==> src/rtl/riscv_core_mc_if.sv <==
// Shared data-bus port bundle between one core (master) and the arbiter (slave).
// A transfer completes on a rising edge where bus_req && bus_grant.
interface riscv_core_mc_if;
  logic        bus_req;
  logic        bus_grant;
  logic        bus_we;
  logic [31:0] bus_addr;
  logic [31:0] bus_wdata;
  logic [31:0] bus_rdata;

  modport master (
    output bus_req, bus_we, bus_addr, bus_wdata,
    input  bus_grant, bus_rdata
  );

  modport slave (
    input  bus_req, bus_we, bus_addr, bus_wdata,
    output bus_grant, bus_rdata
  );
endinterface

==> src/rtl/riscv_core_mc.sv <==
// Multi-cycle RV32I subset core (ALU reg/imm, LW/SW, BEQ/BNE) with a FETCH/EXEC/MEM
// state machine, request/grant data bus, per-core address window and sticky HALT.
module riscv_core_mc #(
  parameter int          CORE_ID     = 0,
  parameter logic [31:0] CORE_STRIDE = 32'h4,
  parameter logic [31:0] RESET_PC    = 32'h0
) (
  input  logic            clk,
  input  logic            reset,
  output logic [31:0]     imem_addr,
  input  logic [31:0]     imem_rdata,
  riscv_core_mc_if.master bus,
  output logic            retire,
  output logic            halted
);

  typedef enum logic [1:0] {
    S_FETCH,
    S_EXEC,
    S_MEM,
    S_HALT
  } state_t;

  localparam logic [6:0] OPC_OP_IMM = 7'b0010011;
  localparam logic [6:0] OPC_OP     = 7'b0110011;
  localparam logic [6:0] OPC_LOAD   = 7'b0000011;
  localparam logic [6:0] OPC_STORE  = 7'b0100011;
  localparam logic [6:0] OPC_BRANCH = 7'b1100011;

  localparam logic [31:0] WINDOW_OFFSET = CORE_STRIDE * 32'(CORE_ID);

  state_t      state, state_next;
  logic [31:0] pc, pc_next;
  logic [31:0] ir;
  logic [31:0] regs [32];

  logic [31:0] mem_addr_q;
  logic [31:0] mem_wdata_q;
  logic        mem_we_q;
  logic        mem_capture;

  logic [6:0]  opcode;
  logic [2:0]  funct3;
  logic [6:0]  funct7;
  logic [4:0]  rd, rs1, rs2;
  logic [31:0] rs1_val, rs2_val;
  logic [31:0] imm_i, imm_s, imm_b;

  logic        alu_f3_ok;
  logic        legal_op_imm, legal_op, legal_load, legal_store, legal_branch;
  logic [31:0] alu_b, alu_result;
  logic [31:0] eff_addr;
  logic [31:0] pc_plus4, br_target;
  logic        br_taken;

  logic        rf_we;
  logic [31:0] rf_wdata;

  assign opcode = ir[6:0];
  assign rd     = ir[11:7];
  assign funct3 = ir[14:12];
  assign rs1    = ir[19:15];
  assign rs2    = ir[24:20];
  assign funct7 = ir[31:25];

  assign rs1_val = (rs1 == 5'd0) ? 32'h0 : regs[rs1];
  assign rs2_val = (rs2 == 5'd0) ? 32'h0 : regs[rs2];

  assign imm_i = {{20{ir[31]}}, ir[31:20]};
  assign imm_s = {{20{ir[31]}}, ir[31:25], ir[11:7]};
  assign imm_b = {{19{ir[31]}}, ir[31], ir[7], ir[30:25], ir[11:8], 1'b0};

  assign alu_f3_ok    = (funct3 == 3'b000) || (funct3 == 3'b100) ||
                        (funct3 == 3'b110) || (funct3 == 3'b111);
  assign legal_op_imm = (opcode == OPC_OP_IMM) && alu_f3_ok;
  assign legal_op     = (opcode == OPC_OP) &&
                        (((funct7 == 7'b0000000) && alu_f3_ok) ||
                         ((funct7 == 7'b0100000) && (funct3 == 3'b000)));
  assign legal_load   = (opcode == OPC_LOAD)   && (funct3 == 3'b010);
  assign legal_store  = (opcode == OPC_STORE)  && (funct3 == 3'b010);
  assign legal_branch = (opcode == OPC_BRANCH) && (funct3[2:1] == 2'b00);

  assign eff_addr  = rs1_val + (legal_store ? imm_s : imm_i) + WINDOW_OFFSET;
  assign pc_plus4  = pc + 32'd4;
  assign br_target = pc + imm_b;
  assign br_taken  = (rs1_val == rs2_val) ^ funct3[0];

  // SUB only exists in the register form, so funct7[5] is ignored for OP-IMM.
  always_comb begin
    alu_b = (opcode == OPC_OP) ? rs2_val : imm_i;
    case (funct3)
      3'b000:  alu_result = ((opcode == OPC_OP) && funct7[5]) ? rs1_val - alu_b
                                                               : rs1_val + alu_b;
      3'b100:  alu_result = rs1_val ^ alu_b;
      3'b110:  alu_result = rs1_val | alu_b;
      default: alu_result = rs1_val & alu_b;
    endcase
  end

  // Next-state, pc update, register write and retire all come from the current state.
  always_comb begin
    state_next  = state;
    pc_next     = pc;
    rf_we       = 1'b0;
    rf_wdata    = alu_result;
    mem_capture = 1'b0;
    retire      = 1'b0;
    case (state)
      S_FETCH: state_next = S_EXEC;
      S_EXEC: begin
        if (legal_op_imm || legal_op) begin
          rf_we      = 1'b1;
          pc_next    = pc_plus4;
          retire     = 1'b1;
          state_next = S_FETCH;
        end else if (legal_branch) begin
          if (br_taken && (br_target[1:0] != 2'b00)) begin
            state_next = S_HALT;
          end else begin
            pc_next    = br_taken ? br_target : pc_plus4;
            retire     = 1'b1;
            state_next = S_FETCH;
          end
        end else if (legal_load || legal_store) begin
          if (eff_addr[1:0] != 2'b00) begin
            state_next = S_HALT;
          end else begin
            mem_capture = 1'b1;
            state_next  = S_MEM;
          end
        end else begin
          state_next = S_HALT;
        end
      end
      S_MEM: begin
        if (bus.bus_grant) begin
          retire     = 1'b1;
          pc_next    = pc_plus4;
          state_next = S_FETCH;
          if (!mem_we_q) begin
            rf_we    = 1'b1;
            rf_wdata = bus.bus_rdata;
          end
        end
      end
      default: state_next = S_HALT;
    endcase
  end

  // The bus request is frozen at EXEC->MEM so nothing moves while the arbiter stalls us.
  always_ff @(posedge clk or posedge reset) begin
    if (reset) begin
      state       <= S_FETCH;
      pc          <= RESET_PC;
      ir          <= 32'h0;
      mem_addr_q  <= 32'h0;
      mem_wdata_q <= 32'h0;
      mem_we_q    <= 1'b0;
    end else begin
      state <= state_next;
      pc    <= pc_next;
      if (state == S_FETCH) begin
        ir <= imem_rdata;
      end
      if (mem_capture) begin
        mem_addr_q  <= eff_addr;
        mem_we_q    <= legal_store;
        mem_wdata_q <= legal_store ? rs2_val : 32'h0;
      end
    end
  end

  always_ff @(posedge clk or posedge reset) begin
    if (reset) begin
      for (int i = 0; i < 32; i++) begin
        regs[i] <= 32'h0;
      end
    end else if (rf_we && (rd != 5'd0)) begin
      regs[rd] <= rf_wdata;
    end
  end

  assign imem_addr     = pc;
  assign halted        = (state == S_HALT);
  assign bus.bus_req   = (state == S_MEM);
  assign bus.bus_we    = (state == S_MEM) && mem_we_q;
  assign bus.bus_addr  = (state == S_MEM) ? mem_addr_q : 32'h0;
  assign bus.bus_wdata = ((state == S_MEM) && mem_we_q) ? mem_wdata_q : 32'h0;

endmodule

==> src/flat_wrapper.sv <==
// flat-port wrapper written by rule: the top's interface ports become plain ports
module riscv_core_mc_flat 
#(
  parameter int          CORE_ID     = 0,
  parameter logic [31:0] CORE_STRIDE = 32'h4,
  parameter logic [31:0] RESET_PC    = 32'h0
)
  (clk, reset, imem_addr, imem_rdata, retire, halted, bus_bus_req, bus_bus_we, bus_bus_addr, bus_bus_wdata, bus_bus_grant, bus_bus_rdata);
  riscv_core_mc_if bus_i ();
  input  logic clk;
  input  logic reset;
  output logic [31:0] imem_addr;
  input  logic [31:0] imem_rdata;
  output logic retire;
  output logic halted;
  output wire logic [$bits(bus_i.bus_req)-1:0] bus_bus_req;
  output wire logic [$bits(bus_i.bus_we)-1:0] bus_bus_we;
  output wire logic [$bits(bus_i.bus_addr)-1:0] bus_bus_addr;
  output wire logic [$bits(bus_i.bus_wdata)-1:0] bus_bus_wdata;
  input wire logic [$bits(bus_i.bus_grant)-1:0] bus_bus_grant;
  input wire logic [$bits(bus_i.bus_rdata)-1:0] bus_bus_rdata;
  assign bus_bus_req = bus_i.bus_req;
  assign bus_bus_we = bus_i.bus_we;
  assign bus_bus_addr = bus_i.bus_addr;
  assign bus_bus_wdata = bus_i.bus_wdata;
  assign bus_i.bus_grant = bus_bus_grant;
  assign bus_i.bus_rdata = bus_bus_rdata;
  riscv_core_mc #(.CORE_ID(CORE_ID), .CORE_STRIDE(CORE_STRIDE), .RESET_PC(RESET_PC)) u_core (.clk(clk), .reset(reset), .imem_addr(imem_addr), .imem_rdata(imem_rdata), .bus(bus_i), .retire(retire), .halted(halted));
endmodule
==> config.mk <==
export PLATFORM = sky130hd
export DESIGN_NAME = riscv_core_mc_flat
export DESIGN_NICKNAME = d
export VERILOG_FILES = /design/src/rtl/riscv_core_mc_if.sv /design/src/rtl/riscv_core_mc.sv /design/src/flat_wrapper.sv
export SDC_FILE = /design/constraint.sdc
export NUM_CORES = 2
export LEC_CHECK = 0
export BUFFER_PORTS_ARGS = -buffer_cell sky130_fd_sc_hd__buf_2
export CORE_MARGIN = 2
export CORE_UTILIZATION = 69
export DETAILED_ROUTE_END_ITERATION = 12
export PLACE_DENSITY_LB_ADDON = 0.05
export SLEW_MARGIN = 15
export SYNTH_ARGS = -nofsm -noshare
export SYNTH_HDL_FRONTEND = slang
export SYNTH_SLANG_ARGS = --single-unit
==> constraint.sdc <==
create_clock -name clk -period 78.9 [get_ports clk]
set_clock_uncertainty 0.1 [all_clocks]
set_input_delay 11.835 -clock clk [delete_from_list [all_inputs] [get_ports clk]]
set_output_delay 11.835 -clock clk [all_outputs]
set_load 0.1 [all_outputs]
==> impl_metrics.json <==
{
  "grt_pass1_wl_um": 338000,
  "drive_gt1_share_pct": 17.3,
  "path_buf_inv": 3,
  "finalNetCount": 6537,
  "stdcell_count": 7680,
  "synth_ff_type": "dfrtp_1",
  "cts_tree": "done",
  "yosysUniqueCellTypes": 105,
  "crit_path_max_incr_delay_ps": 450,
  "min_from": "u_core.regs[1015]",
  "grt_max_degree": 168,
  "hold_path.class": "flip-flop to flip-flop",
  "wl_per_cell_um": 29.7,
  "peakVddDrop_v": 0.0000227,
  "cp_cell_sequence": "buf_2 -> nand2_1 -> inv_1 -> nor2_1 -> a21oi_1 -> buf_2",
  "synth_seq_cells": 1154,
  "timing.hold.ws_ps": 303,
  "crit_family": "buffers and inverters",
  "vias": 55600,
  "clk_pin_slew_worst_paths_ps": 60,
  "die_y_um": 315,
  "fin_crit_sh_pct": 31.4,
  "drt_wl_total_um": 228000,
  "worstSetupPathType": "input port to output port",
  "cts.sinks": 1154,
  "cts_buffer_depth": 3,
  "tightest_slew_ps": 1180,
  "first_pass_iters": 8,
  "whs_endpoint": "u_core.regs[1015]",
  "final_cell_area_um2": 71500,
  "place_congestion": 1.00,
  "synth_async_sr_flop_share_pct": 100,
  "cts_resized": 0,
  "synthCells": 6489,
  "drv_slew": 0,
  "rr_endpoint": "u_core.regs[702]",
  "end_kind": "output port",
  "dp_hpwl_um": 134000,
  "first_global_vias": 54200,
  "placed_cell_area_um2": 67400,
  "overflow": 0,
  "io_pins": 167,
  "slew_headroom_pct": 21.2,
  "numPlacedInstances": 7464,
  "grt_usage_pct": 46.1,
  "yosysWarnings": 0,
  "first_iter_violations": 7438,
  "portBuffers": 165,
  "layout_common_cells": "1205 x nand2_1, 1144 x dfrtp_1, 1046 x o21ai_0, 373 x mux4_2, 228 x mux2i_1",
  "maxCapViolCount": 0,
  "crit_top_cell": "buf_2",
  "required_ps": 66970,
  "via_per_inst": 7.23,
  "die_area_um2": 99300,
  "synth_edf_count": 0,
  "setup_viol": 0,
  "initial_core_util_pct": 69.4,
  "power-per-cell-area_nw_per_um2": 16.7,
  "rsz0062_at_grt": "no",
  "cts_htree_levels": 3,
  "antenna_found_initial": 6,
  "path_max_fanout": 3,
  "ant_nets": 0,
  "syn_area_per_cell_um2": 10.3,
  "mostFrequentLayoutCell": "nand2_1",
  "cts_made_buffers": 116,
  "rows": 114,
  "syn_area_um2": 66800,
  "die_x_um": 315,
  "totalNegativeSetupSlack_ps": 0,
  "postLayoutCoreUtil_pct": 74.3,
  "clkLatencyLatePin_ps": 750,
  "hold_viol": 0,
  "hold_buffers": 0,
  "r2r_cells": 23,
  "syn_to_final_growth_pct": 7.05,
  "post-route-drc-count": 0,
  "coreArea_um2": 96300,
  "cp.arrival_ps": 12870,
  "leakage_nw": 30.7,
  "rr_startpoint": "u_core.ir[20]",
  "max_freq_ghz": 0.0403,
  "period_minus_slack_ps": 24810,
  "cts_setup_buffers": 0,
  "cp-start-kind": "input port",
  "clockRootBuffer": "clkbuf_16",
  "syn_nets": 6720,
  "regToRegSetupSlack_ps": 68010,
  "holdPathStages": 0,
  "seq_area_frac_synth_pct": 43.2,
  "cp_slowest_cell": "buf_2",
  "status": "finished, final reports clean"
}
per-layer routing:
metal	vias up	track usage, %	part of all wire [%]
met1	27100	58.7	35
met4	4	30.2	7.8
li1	23200	-	-
met3	1145	16.0	14
met5	-	0	0.011
met2	4066	67.4	43
power breakdown:
part           leakage (nW)  internal (W)  switching, W  total (W)
sequential             16.1      0.000592             0   0.000592
combinational          12.6    0.00000171     0.0000129  0.0000147
clock                  2.00      0.000342      0.000248   0.000590
total                  30.7      0.000935      0.000261    0.00120
through the flow:
step	setup WS [ps]	total power [W]
after global placement	54120	0.000618
final	54090	0.00120
after global routing	54060	0.00122
after CTS	54110	0.00120
after floorplan	34460	0.000613
after detailed placement	54110	0.000618
cells by family after synthesis:
logic type                 count (synthesis)  synth area share (%)
DFF                                     1154                  43.2
muxes                                    711                  18.4
buffers and inverters                    715                  5.51
and+or+nand+nor                         1735                  11.1
xor gates and xnor gates                 145                  1.90
adders and majority gates                164                  3.11
other                                      1               0.00561
AOI/OAI and AO/OA                       1864                  16.7
how the worst max path moves through the flow:
| stage | startpoint | end | slack [ps] | depth (start not counted) |
|---|---|---|---|---|
| 4_1_cts | bus_bus_grant | retire | 54110 | 6 |
| 6_report | bus_bus_grant | retire | 54090 | 6 |
| 3_3_place_gp | bus_bus_grant | retire | 54120 | 6 |
| 3_5_place_dp | bus_bus_grant | retire | 54110 | 6 |
| 5_1_grt | bus_bus_grant | retire | 54060 | 6 |
| 2_1_floorplan | reset | u_core.imem_addr[10] | 34460 | 1 |
cells in the mapped netlist (10+ instances only):
cell | number | area share (%)
o21bai_1 | 11 | 0.12
buf_4 | 41 | 0.46
nand4_1 | 29 | 0.27
and3_1 | 60 | 0.56
a221oi_1 | 23 | 0.30
o22ai_1 | 51 | 0.48
buf_1 | 10 | 0.056
nor2_1 | 151 | 0.85
or3_1 | 24 | 0.22
nand2b_1 | 15 | 0.14
a211oi_1 | 35 | 0.39
and2_1 | 48 | 0.45
a22o_1 | 60 | 0.79
buf_6 | 28 | 0.47
mux4_2 | 373 | 13
buf_8 | 17 | 0.38
xor2_1 | 52 | 0.68
mux2_2 | 84 | 1.4
o21ai_0 | 1061 | 7.9
o31ai_1 | 44 | 0.49
xnor2_1 | 93 | 1.2
buf_12 | 22 | 0.66
buf_2 | 62 | 0.46
mux4_1 | 23 | 0.90
a21o_1 | 35 | 0.39
o21a_1 | 19 | 0.21
nand3_1 | 62 | 0.46
nor4_1 | 12 | 0.11
o22a_1 | 17 | 0.22
a31oi_1 | 29 | 0.27
inv_1 | 102 | 0.57
a22oi_1 | 70 | 0.79
a211o_1 | 25 | 0.33
ha_1 | 161 | 3.0
nand2_1 | 1237 | 7.0
a2111oi_0 | 29 | 0.38
mux2i_1 | 228 | 3.4
o221ai_1 | 47 | 0.62
o21ai_1 | 18 | 0.13
nor2b_1 | 27 | 0.25
o21ai_2 | 10 | 0.13
clkbuf_1 | 427 | 2.4
a21oi_1 | 189 | 1.4
dfrtp_1 | 1154 | 43
nor3_1 | 22 | 0.16
sequential cells by signal, summed over array words and instances, names as in the netlist:
signal	cells
u_core.imem_addr	31
u_core.ir	32
u_core.mem_addr_q	32
u_core.mem_wdata_q	32
u_core.mem_we_q	1
u_core.regs	1024
u_core.state	2
final cells by class:
cell class              instances  area, um2
repair buffers                310       1980
fillers                      6820      24800
well taps                    1276       1600
diodes                          2       5.00
flip-flops and latches       1154      28900
multi-input cells            4620      34600
clock inverters                48        608
clock buffers                 166       3440
inverters                     104        398
worst reg2reg max path, delay by kind of cell, from the launching register on:
kind,cells,cell delay (ps)
flops,1,800
mux,1,610
buf+inv,3,2130
compound gates,11,4400
xor+xnor,2,390
simple gates,5,1880
fa+ha+maj,1,400
No activity file was read; power rests on OpenSTA's default activity.
